[src/rtl/motor_pwm_mmio.sv]
// ============================================================================
// Module  : motor_pwm_mmio
// Brief   : Memory-mapped dual-channel PWM motor controller with watchdog.
// Revision: 1.0
// ============================================================================
`default_nettype none

module motor_pwm_mmio #(
    parameter logic [31:0] BASE_ADDR  = 32'h4000_0000,
    parameter logic [15:0] PERIOD_RST = 16'd1000,
    parameter logic [23:0] WDT_RST    = 24'd50_000_000
) (
    input  logic        clk,
    input  logic        rst_n,
    input  logic [31:0] bus_addr_i,
    input  logic [31:0] bus_wdata_i,
    input  logic        bus_wen_i,
    output logic [31:0] bus_rdata_o,
    output logic        pwm_l_o,
    output logic        pwm_r_o,
    output logic        dir_l_o,
    output logic        dir_r_o,
    output logic        wdt_trip_o
);

    localparam logic [5:0] c_idx_ctrl   = 6'h00;
    localparam logic [5:0] c_idx_period = 6'h01;
    localparam logic [5:0] c_idx_duty_l = 6'h02;
    localparam logic [5:0] c_idx_duty_r = 6'h03;
    localparam logic [5:0] c_idx_wdt    = 6'h04;
    localparam logic [5:0] c_idx_status = 6'h05;
    localparam logic [5:0] c_idx_count  = 6'h06;

    logic [3:0]  ctrl_q,     ctrl_d;
    logic [15:0] period_q,   period_d;
    logic [15:0] duty_l_q,   duty_l_d;
    logic [15:0] duty_r_q,   duty_r_d;
    logic [23:0] wdt_load_q, wdt_load_d;
    logic [23:0] wdt_cnt_q,  wdt_cnt_d;
    logic        trip_q,     trip_d;
    logic [15:0] count_q,    count_d;
    logic [15:0] period_a_q, period_a_d;
    logic [15:0] duty_l_a_q, duty_l_a_d;
    logic [15:0] duty_r_a_q, duty_r_a_d;
    logic        pwm_l_q,    pwm_l_d;
    logic        pwm_r_q,    pwm_r_d;

    logic        w_sel;
    logic [5:0]  w_idx;
    logic        w_wr;
    logic        w_kick;
    logic        w_clear;
    logic        w_idle;
    logic        unused_bits;

    assign w_sel   = (bus_addr_i[31:8] == BASE_ADDR[31:8]);
    assign w_idx   = bus_addr_i[7:2];
    assign w_wr    = w_sel & bus_wen_i;
    assign w_kick  = w_wr & ((w_idx == c_idx_ctrl) | (w_idx == c_idx_duty_l) |
                             (w_idx == c_idx_duty_r));
    assign w_clear = w_wr & (w_idx == c_idx_status) & bus_wdata_i[0];
    assign w_idle  = ~ctrl_q[0] | trip_q | (period_a_q == 16'd0);

    assign unused_bits = ^{bus_addr_i[1:0], bus_wdata_i[31:24]};

    always_comb begin
        ctrl_d     = ctrl_q;
        period_d   = period_q;
        duty_l_d   = duty_l_q;
        duty_r_d   = duty_r_q;
        wdt_load_d = wdt_load_q;
        if (w_wr) begin
            case (w_idx)
                c_idx_ctrl:   ctrl_d     = bus_wdata_i[3:0];
                c_idx_period: period_d   = bus_wdata_i[15:0];
                c_idx_duty_l: duty_l_d   = bus_wdata_i[15:0];
                c_idx_duty_r: duty_r_d   = bus_wdata_i[15:0];
                c_idx_wdt:    wdt_load_d = bus_wdata_i[23:0];
                default:      ;
            endcase
        end
    end

    // Clear beats kick beats expiry, so a refresh on the expiry edge never trips.
    always_comb begin
        trip_d    = trip_q;
        wdt_cnt_d = wdt_cnt_q;
        if (w_clear) begin
            trip_d    = 1'b0;
            wdt_cnt_d = wdt_load_q;
        end else if (w_kick) begin
            wdt_cnt_d = wdt_load_q;
        end else if (ctrl_q[3] && !trip_q && (wdt_cnt_q != 24'd0)) begin
            wdt_cnt_d = wdt_cnt_q - 24'd1;
            if (wdt_cnt_q == 24'd1) begin
                trip_d = 1'b1;
            end
        end
    end

    // Actives reload from the pre-write shadows, deferring a boundary-edge write.
    always_comb begin
        count_d    = count_q;
        period_a_d = period_a_q;
        duty_l_a_d = duty_l_a_q;
        duty_r_a_d = duty_r_a_q;
        pwm_l_d    = 1'b0;
        pwm_r_d    = 1'b0;
        if (w_idle) begin
            count_d    = 16'd0;
            period_a_d = period_q;
            duty_l_a_d = duty_l_q;
            duty_r_a_d = duty_r_q;
        end else begin
            pwm_l_d = (count_q < duty_l_a_q);
            pwm_r_d = (count_q < duty_r_a_q);
            if (count_q >= period_a_q - 16'd1) begin
                count_d    = 16'd0;
                period_a_d = period_q;
                duty_l_a_d = duty_l_q;
                duty_r_a_d = duty_r_q;
            end else begin
                count_d = count_q + 16'd1;
            end
        end
    end

    always_ff @(posedge clk or negedge rst_n) begin
        if (!rst_n) begin
            ctrl_q     <= 4'd0;
            period_q   <= PERIOD_RST;
            duty_l_q   <= 16'd0;
            duty_r_q   <= 16'd0;
            wdt_load_q <= WDT_RST;
            wdt_cnt_q  <= WDT_RST;
            trip_q     <= 1'b0;
            count_q    <= 16'd0;
            period_a_q <= 16'd0;
            duty_l_a_q <= 16'd0;
            duty_r_a_q <= 16'd0;
            pwm_l_q    <= 1'b0;
            pwm_r_q    <= 1'b0;
        end else begin
            ctrl_q     <= ctrl_d;
            period_q   <= period_d;
            duty_l_q   <= duty_l_d;
            duty_r_q   <= duty_r_d;
            wdt_load_q <= wdt_load_d;
            wdt_cnt_q  <= wdt_cnt_d;
            trip_q     <= trip_d;
            count_q    <= count_d;
            period_a_q <= period_a_d;
            duty_l_a_q <= duty_l_a_d;
            duty_r_a_q <= duty_r_a_d;
            pwm_l_q    <= pwm_l_d;
            pwm_r_q    <= pwm_r_d;
        end
    end

    always_comb begin
        bus_rdata_o = 32'd0;
        if (w_sel) begin
            case (w_idx)
                c_idx_ctrl:   bus_rdata_o = {28'd0, ctrl_q};
                c_idx_period: bus_rdata_o = {16'd0, period_q};
                c_idx_duty_l: bus_rdata_o = {16'd0, duty_l_q};
                c_idx_duty_r: bus_rdata_o = {16'd0, duty_r_q};
                c_idx_wdt:    bus_rdata_o = {8'd0, wdt_load_q};
                c_idx_status: bus_rdata_o = {31'd0, trip_q};
                c_idx_count:  bus_rdata_o = {16'd0, count_q};
                default:      bus_rdata_o = 32'd0;
            endcase
        end
    end

    assign pwm_l_o    = pwm_l_q;
    assign pwm_r_o    = pwm_r_q;
    assign dir_l_o    = ctrl_q[1];
    assign dir_r_o    = ctrl_q[2];
    assign wdt_trip_o = trip_q;

endmodule

`default_nettype wire

[config.mk]
export PLATFORM = sky130hd
export DESIGN_NAME = motor_pwm_mmio
export DESIGN_NICKNAME = d
export VERILOG_FILES = /design/src/rtl/motor_pwm_mmio.sv
export SDC_FILE = /design/constraint.sdc
export NUM_CORES = 1
export LEC_CHECK = 0
export CORE_MARGIN = 2
export CORE_UTILIZATION = 35
export DETAILED_ROUTE_END_ITERATION = 8
export SLEW_MARGIN = 20
export SYNTH_ARGS = -nofsm -noshare
export SYNTH_HDL_FRONTEND = slang
export SYNTH_SLANG_ARGS = --single-unit
[constraint.sdc]
create_clock -name clk -period 3 [get_ports clk]
set_input_delay 0.9 -clock clk [delete_from_list [all_inputs] [get_ports clk]]
set_output_delay 0.9 -clock clk [all_outputs]
set_load 0.01 [all_outputs]
After elaboration in Yosys (flattened, before gate mapping) --
Index checks and enable logic that the tools add are counted.
Word-level totals: flip-flop bits (word level) 167, input bits 67, output and inout port bits 37, word-level logic and storage cells 72
Cells by class: add/subtract/negate cells 3, $lt $le $gt $ge 3, equality and inequality tests 9, mux-type cells 19, bitwise gates (word level) 9, reductions and logical operators 16
Operators by type and width (number):
- case mux 24 bit (7 select lines) | 1
- 2-to-1 mux 16 bit | 8
- 2-to-1 mux 24 bit | 4
- < comparator 16 bit | 2
- == test 24 x 1 -> 1 bit (second input constant) | 1
- == test 24 x 23 -> 1 bit (second input constant) | 1
- nonzero test 24 bit | 1
- subtractor 24 x 1 -> 24 bit (second input constant) | 1
- == test 6 x 3 -> 1 bit (second input constant) | 3
- adder 16 x 1 -> 16 bit (second input constant) | 1
- >= comparator 16 bit | 1
- logical NOT 16 bit | 1
- subtractor 16 x 1 -> 16 bit (second input constant) | 1
- == test 6 x 2 -> 1 bit (second input constant) | 2
- AND reduction 2 bit | 5
- == test 6 x 1 -> 1 bit (second input constant) | 1
- logical NOT 6 bit | 1
- 2-to-1 mux 1 bit | 6
- nonzero test 2 bit | 3
- bitwise AND 1 bit | 4
- OR 1 bit | 4
- AND reduction 3 bit | 1
- nonzero test 3 bit | 1
- logical AND 1 bit | 2
- other kinds (3) | 3

Longest topological paths before layout --
depth in word-level cells 6, mapped depth 14, gate-level depth less buffers 12

Worst setup path after synthesis --
Ideal clock, no wire load.
path kind input to output, start point input port bus_addr_i[5], end point output port bus_rdata_o[3], data arrival time 2.373 ns, required time 2.100 ns, slack -0.273 ns, stages on the path 6, buffers on the path 2, cells stage by stage nor4_1 and2_1 clkbuf_1 clkbuf_1 a22oi_1 a31oi_1
Between the ends: cells in the longest elaborated chain, start to end 3, elaborated cells on any way between the ends 9, those cells by class 6 x eq/ne; 2 x mux; 1 x reduce/logical
Ends and longest elaborated chain:
- start: declaration | line 15 | input logic [31:0] bus_addr_i,
- == test 6 x 3 -> 1 bit (tied with other cells) | line 163 | case (w_idx)
- case mux 24 bit (7 select lines) (*) | line 163
- 2-to-1 mux 24 bit (*) | line 162 | if (w_sel) begin
- end: declaration | line 18 | output logic [31:0] bus_rdata_o,
Every way passes the cells marked *; elsewhere a longest branch is shown, timed or not.

Worst setup path after layout --
start point register period_a_q[3], end point register period_a_q[0]
Between the ends: cells in the longest elaborated chain, start to end 3, elaborated cells on any way between the ends 6, those cells by class 1 x add/sub; 1 x order compare; 1 x mux; 1 x bitwise; 2 x reduce/logical
Ends and longest elaborated chain:
- start: declaration | line 42 | logic [15:0] period_a_q, period_a_d;
- start signal: assignment | line 152 | period_a_q <= period_a_d;
- subtractor 16 x 1 -> 16 bit or logical NOT 16 bit (tied branches) | line 117, 62
- >= comparator 16 bit or OR 1 bit (tied branches) | line 117, 62
- nonzero test 2 bit (no source line) or 2-to-1 mux 16 bit (tied branches)
Several ways; a longest one is shown, not always the timed one. A chain may end at the register's enable or synchronous reset.

==> impl_metrics.json <==
{
  "routed_wl_um": 25500,
  "layout.nets": 1104,
  "worstReg2RegStart": "period_a_q[3]",
  "dr_total_vias": 7057,
  "worst_path_max_delay_cell": "dfrtp_1",
  "place.port_buffers": 85,
  "skew_ns": 0.00653,
  "drc_errors": 0,
  "cts_sinks": 167,
  "dr.pass1.iters": 7,
  "numPlacedInstances": 1267,
  "power.share.clock_pct": 46.2,
  "cts_tree": "built",
  "synth_flop_cell": "dfrtp_1",
  "viasPerCell": 5.31,
  "pin_count": 104,
  "grt_max_degree": 52,
  "violations": "negative setup slack",
  "setup_viol": 88,
  "drt-initial-drc-count": 629,
  "crit_buf_inv": 4,
  "path_depth": 16,
  "clkTransAtPathRegs_ns": 0.06,
  "worstSetupStartpoint": "period_a_q[3]",
  "p_comb_share_pct": 4.4,
  "grt_pass1_vias": 7127,
  "setup.worst_path.class": "reg -> reg",
  "fp.dieW_um": 164,
  "ys_seq_area_share_pct": 47.0,
  "syn_area_um2": 8970,
  "rrSetupSlack_ns": -0.21,
  "design_area_um2": 12400,
  "crit_path_max_incr_delay_ns": 0.40,
  "slew_headroom_pct": 53.1,
  "clk_path_buf_depth": 2,
  "ff2ff_path_depth": 16,
  "synth_async_sr_flop_share_pct": 100,
  "core.rowCount": 58,
  "numCtsBuffers": 17,
  "setup_tns_ns": -13.65,
  "yosysUniqueCellTypes": 61,
  "syn_area_per_cell_um2": 11.3,
  "powerDensity_nw_per_um2": 367,
  "internal-power_uw": 3560,
  "startpoint_type": "flop",
  "gp_congestion": 0.841,
  "antenna_found_initial": 0,
  "critPathTopFamily": "simple AND/OR/NAND/NOR gates",
  "cap_viol_max_count": 0,
  "required_ns": 3.32,
  "antenna_cells": 0,
  "hp-class": "in -> async",
  "final_util_pct": 49.4,
  "ant_nets": 0,
  "maxSlewViolCount": 0,
  "grt_pass1_wl_um": 40000,
  "outcome": "finished, violations left",
  "synth_edf_count": 0,
  "drive_above_1_share_pct": 43.0,
  "dp_hpwl_um": 17800,
  "rr_endpoint": "period_a_q[0]",
  "max_freq_mhz": 312,
  "hold_violations": 0,
  "place_area_um2": 11000,
  "grt_usage_pct": 19.4,
  "syn_inst": 794,
  "peakVddDrop_mv": 0.367,
  "synth_seq_cells": 167,
  "core_um2": 25200,
  "wl_per_cell_um": 19.2,
  "timing.final.ws_setup_ns": -0.208,
  "synth_warnings": 0,
  "critical_path.endpoint": "period_a_q[0]",
  "stdcell_count": 1330,
  "path_cells": "nor3_4 -> and3_4 -> nand2b_4 -> nand2b_4 -> buf_6 -> nor2_4 -> xnor2_2 -> ha_1 -> nand4_1 -> buf_4 -> nor3_2 -> nand2_1 -> o211ai_4 -> buf_6 -> buf_12 -> mux2_2",
  "pwr-share-seq_pct": 49.4,
  "h-tree-depth": 4,
  "p_leak_uw": 0.00573,
  "cts-root-buf": "clkbuf_16",
  "die-area_um2": 26900,
  "start_util_pct": 35.6,
  "switchingPower_uw": 997,
  "end_kind": "flop",
  "clock_latency_ns": 0.43,
  "areaGrowthSynthToFinish_pct": 38.6,
  "fin_crit_sh_pct": 107,
  "p_sw_share_pct": 21.9,
  "rsz0062_at_grt": "true",
  "tightest_slew_ns": 0.693,
  "hold_slack_ns": 0.373,
  "crit_arrival_ns": 3.52,
  "crit_fanout": 14,
  "die_y_um": 164,
  "grt_overflow": 0,
  "final.min_clock_period_ns": 3.21
}
-- registers in the layout, indices dropped and copies added, names as in the netlist --
register    flops
pwm_r_o         1
wdt_load_q     24
duty_l_q       16
pwm_l_o         1
duty_l_a_q     16
duty_r_a_q     16
duty_r_q       16
period_a_q     16
ctrl_q          4
period_q       16
wdt_cnt_q      24
wdt_trip_o      1
count_q        16
-- stage by stage --
step	setup slack, ns	power (µW)
after floorplan	-0.0244	2330
after global placement	-1.08	2480
after detailed placement	-1.08	2480
after CTS	-0.257	4590
after global routing	-0.340	4710
final	-0.208	4560
-- how the worst min path moves through the flow --
stage                     slack (ns)  depth (start not counted)             to     startpoint
after global placement          0.47                          1  duty_r_a_q[1]  duty_r_a_q[1]
after detailed placement        0.47                          1  duty_r_a_q[0]  duty_r_a_q[0]
after floorplan                 0.45                          1  duty_l_a_q[0]  duty_l_a_q[0]
after CTS                       0.39                          1  wdt_cnt_q[11]          rst_n
final                           0.37                          1  wdt_cnt_q[11]          rst_n
after global routing            0.40                          1  wdt_cnt_q[10]          rst_n
-- cell usage after synthesis, drive strengths merged, types with 3 or more instances --
library cell,n,area (µm²)
mux2i,3,30.0
nand3,20,105
nand2,20,75.1
a31oi,3,18.8
nand4,11,68.8
clkbuf,16,60.1
dfstp,28,736
o21ai,12,60.1
and2,14,87.6
nor4b,3,26.3
xor2,17,149
dfrtp,139,3480
a2111oi,4,41.3
a222oi,14,140
buf,25,159
nor3,15,80.1
ha,50,626
a22oi,14,105
a21oi,50,250
xnor2,29,254
nor2,64,240
nand2b,7,43.8
a21o,5,37.5
mux2,126,1420
nor4,18,140
and3,10,62.6
inv,38,143
nor2b,5,31.3
-- cells in the final DEF (no fill, tap or decap), types with 6 or more instances in the layout --
cell type	synthesis	routed
dfrtp_1	139	139
buf_4	14	81
mux2_2	83	78
nor2_1	64	53
ha_1	50	50
mux2_4	0	42
buf_6	0	40
inv_1	38	38
a21oi_1	50	32
clkdlybuf4s50_1	0	30
xnor2_1	29	28
dfstp_2	28	28
buf_2	10	23
nand2_1	20	20
nand3_1	19	18
clkbuf_16	0	18
xor2_1	17	17
buf_12	0	16
and2_4	0	14
a222oi_1	14	14
o21ai_0	12	12
nand4_1	11	11
nor3_1	14	10
a21oi_2	0	10
nor2_2	0	9
a22oi_1	14	9
nor4_1	15	8
a21oi_4	0	8
conb_1	1	8
and3_1	10	6
mux2_1	43	6
clkinv_2	0	6
buf_8	0	6
-- metal layers --
layer	GRT usage (%)	wire (µm)	vias up
met5	0	0	-
met4	5.02	377	0
met3	4.49	1390	28
met2	30.3	11800	194
met1	27.1	11900	3562
li1	-	-	3273
-- area by class of cell --
class / instances / area, µm²
fillers: 2227 / 12700
multi-input cells: 558 / 5070
flip-flops and latches: 167 / 4210
repair buffers: 205 / 2040
clock buffers: 22 / 444
well taps: 330 / 413
inverters: 38 / 143
clock inverters: 10 / 106
-- power groups by stage --
stage,Combinational [µW],Clock (µW),Sequential [µW]
after floorplan,31.8,0,2290
after global placement,185,0,2290
after detailed placement,186,0,2290
after CTS,196,2140,2250
after global routing,219,2240,2250
final,201,2100,2250
-- timing repair --
item	in CTS	in global routing
gates cloned	7	1
gates resized for setup	329	60
buffers inserted	26	10
pin swaps	54	32
endpoints found under the setup margin	88	147
hold buffers	0	0
-- cell families (layout without fill, tap and decap cells) --
| group | after synthesis | count (layout) | synth area share, % |
|---|---|---|---|
| muxes | 130 | 130 | 16.4 |
| adders and majority gates | 50 | 50 | 6.97 |
| AOI/OAI and AO/OA | 122 | 122 | 9.33 |
| buffers and inverters | 79 | 275 | 4.03 |
| DFF | 167 | 167 | 47.0 |
| and+or+nand+nor | 199 | 202 | 11.8 |
| other | 1 | 8 | 0.0418 |
| xor gates and xnor gates | 46 | 46 | 4.49 |
Power figures use the tool's default switching activity.
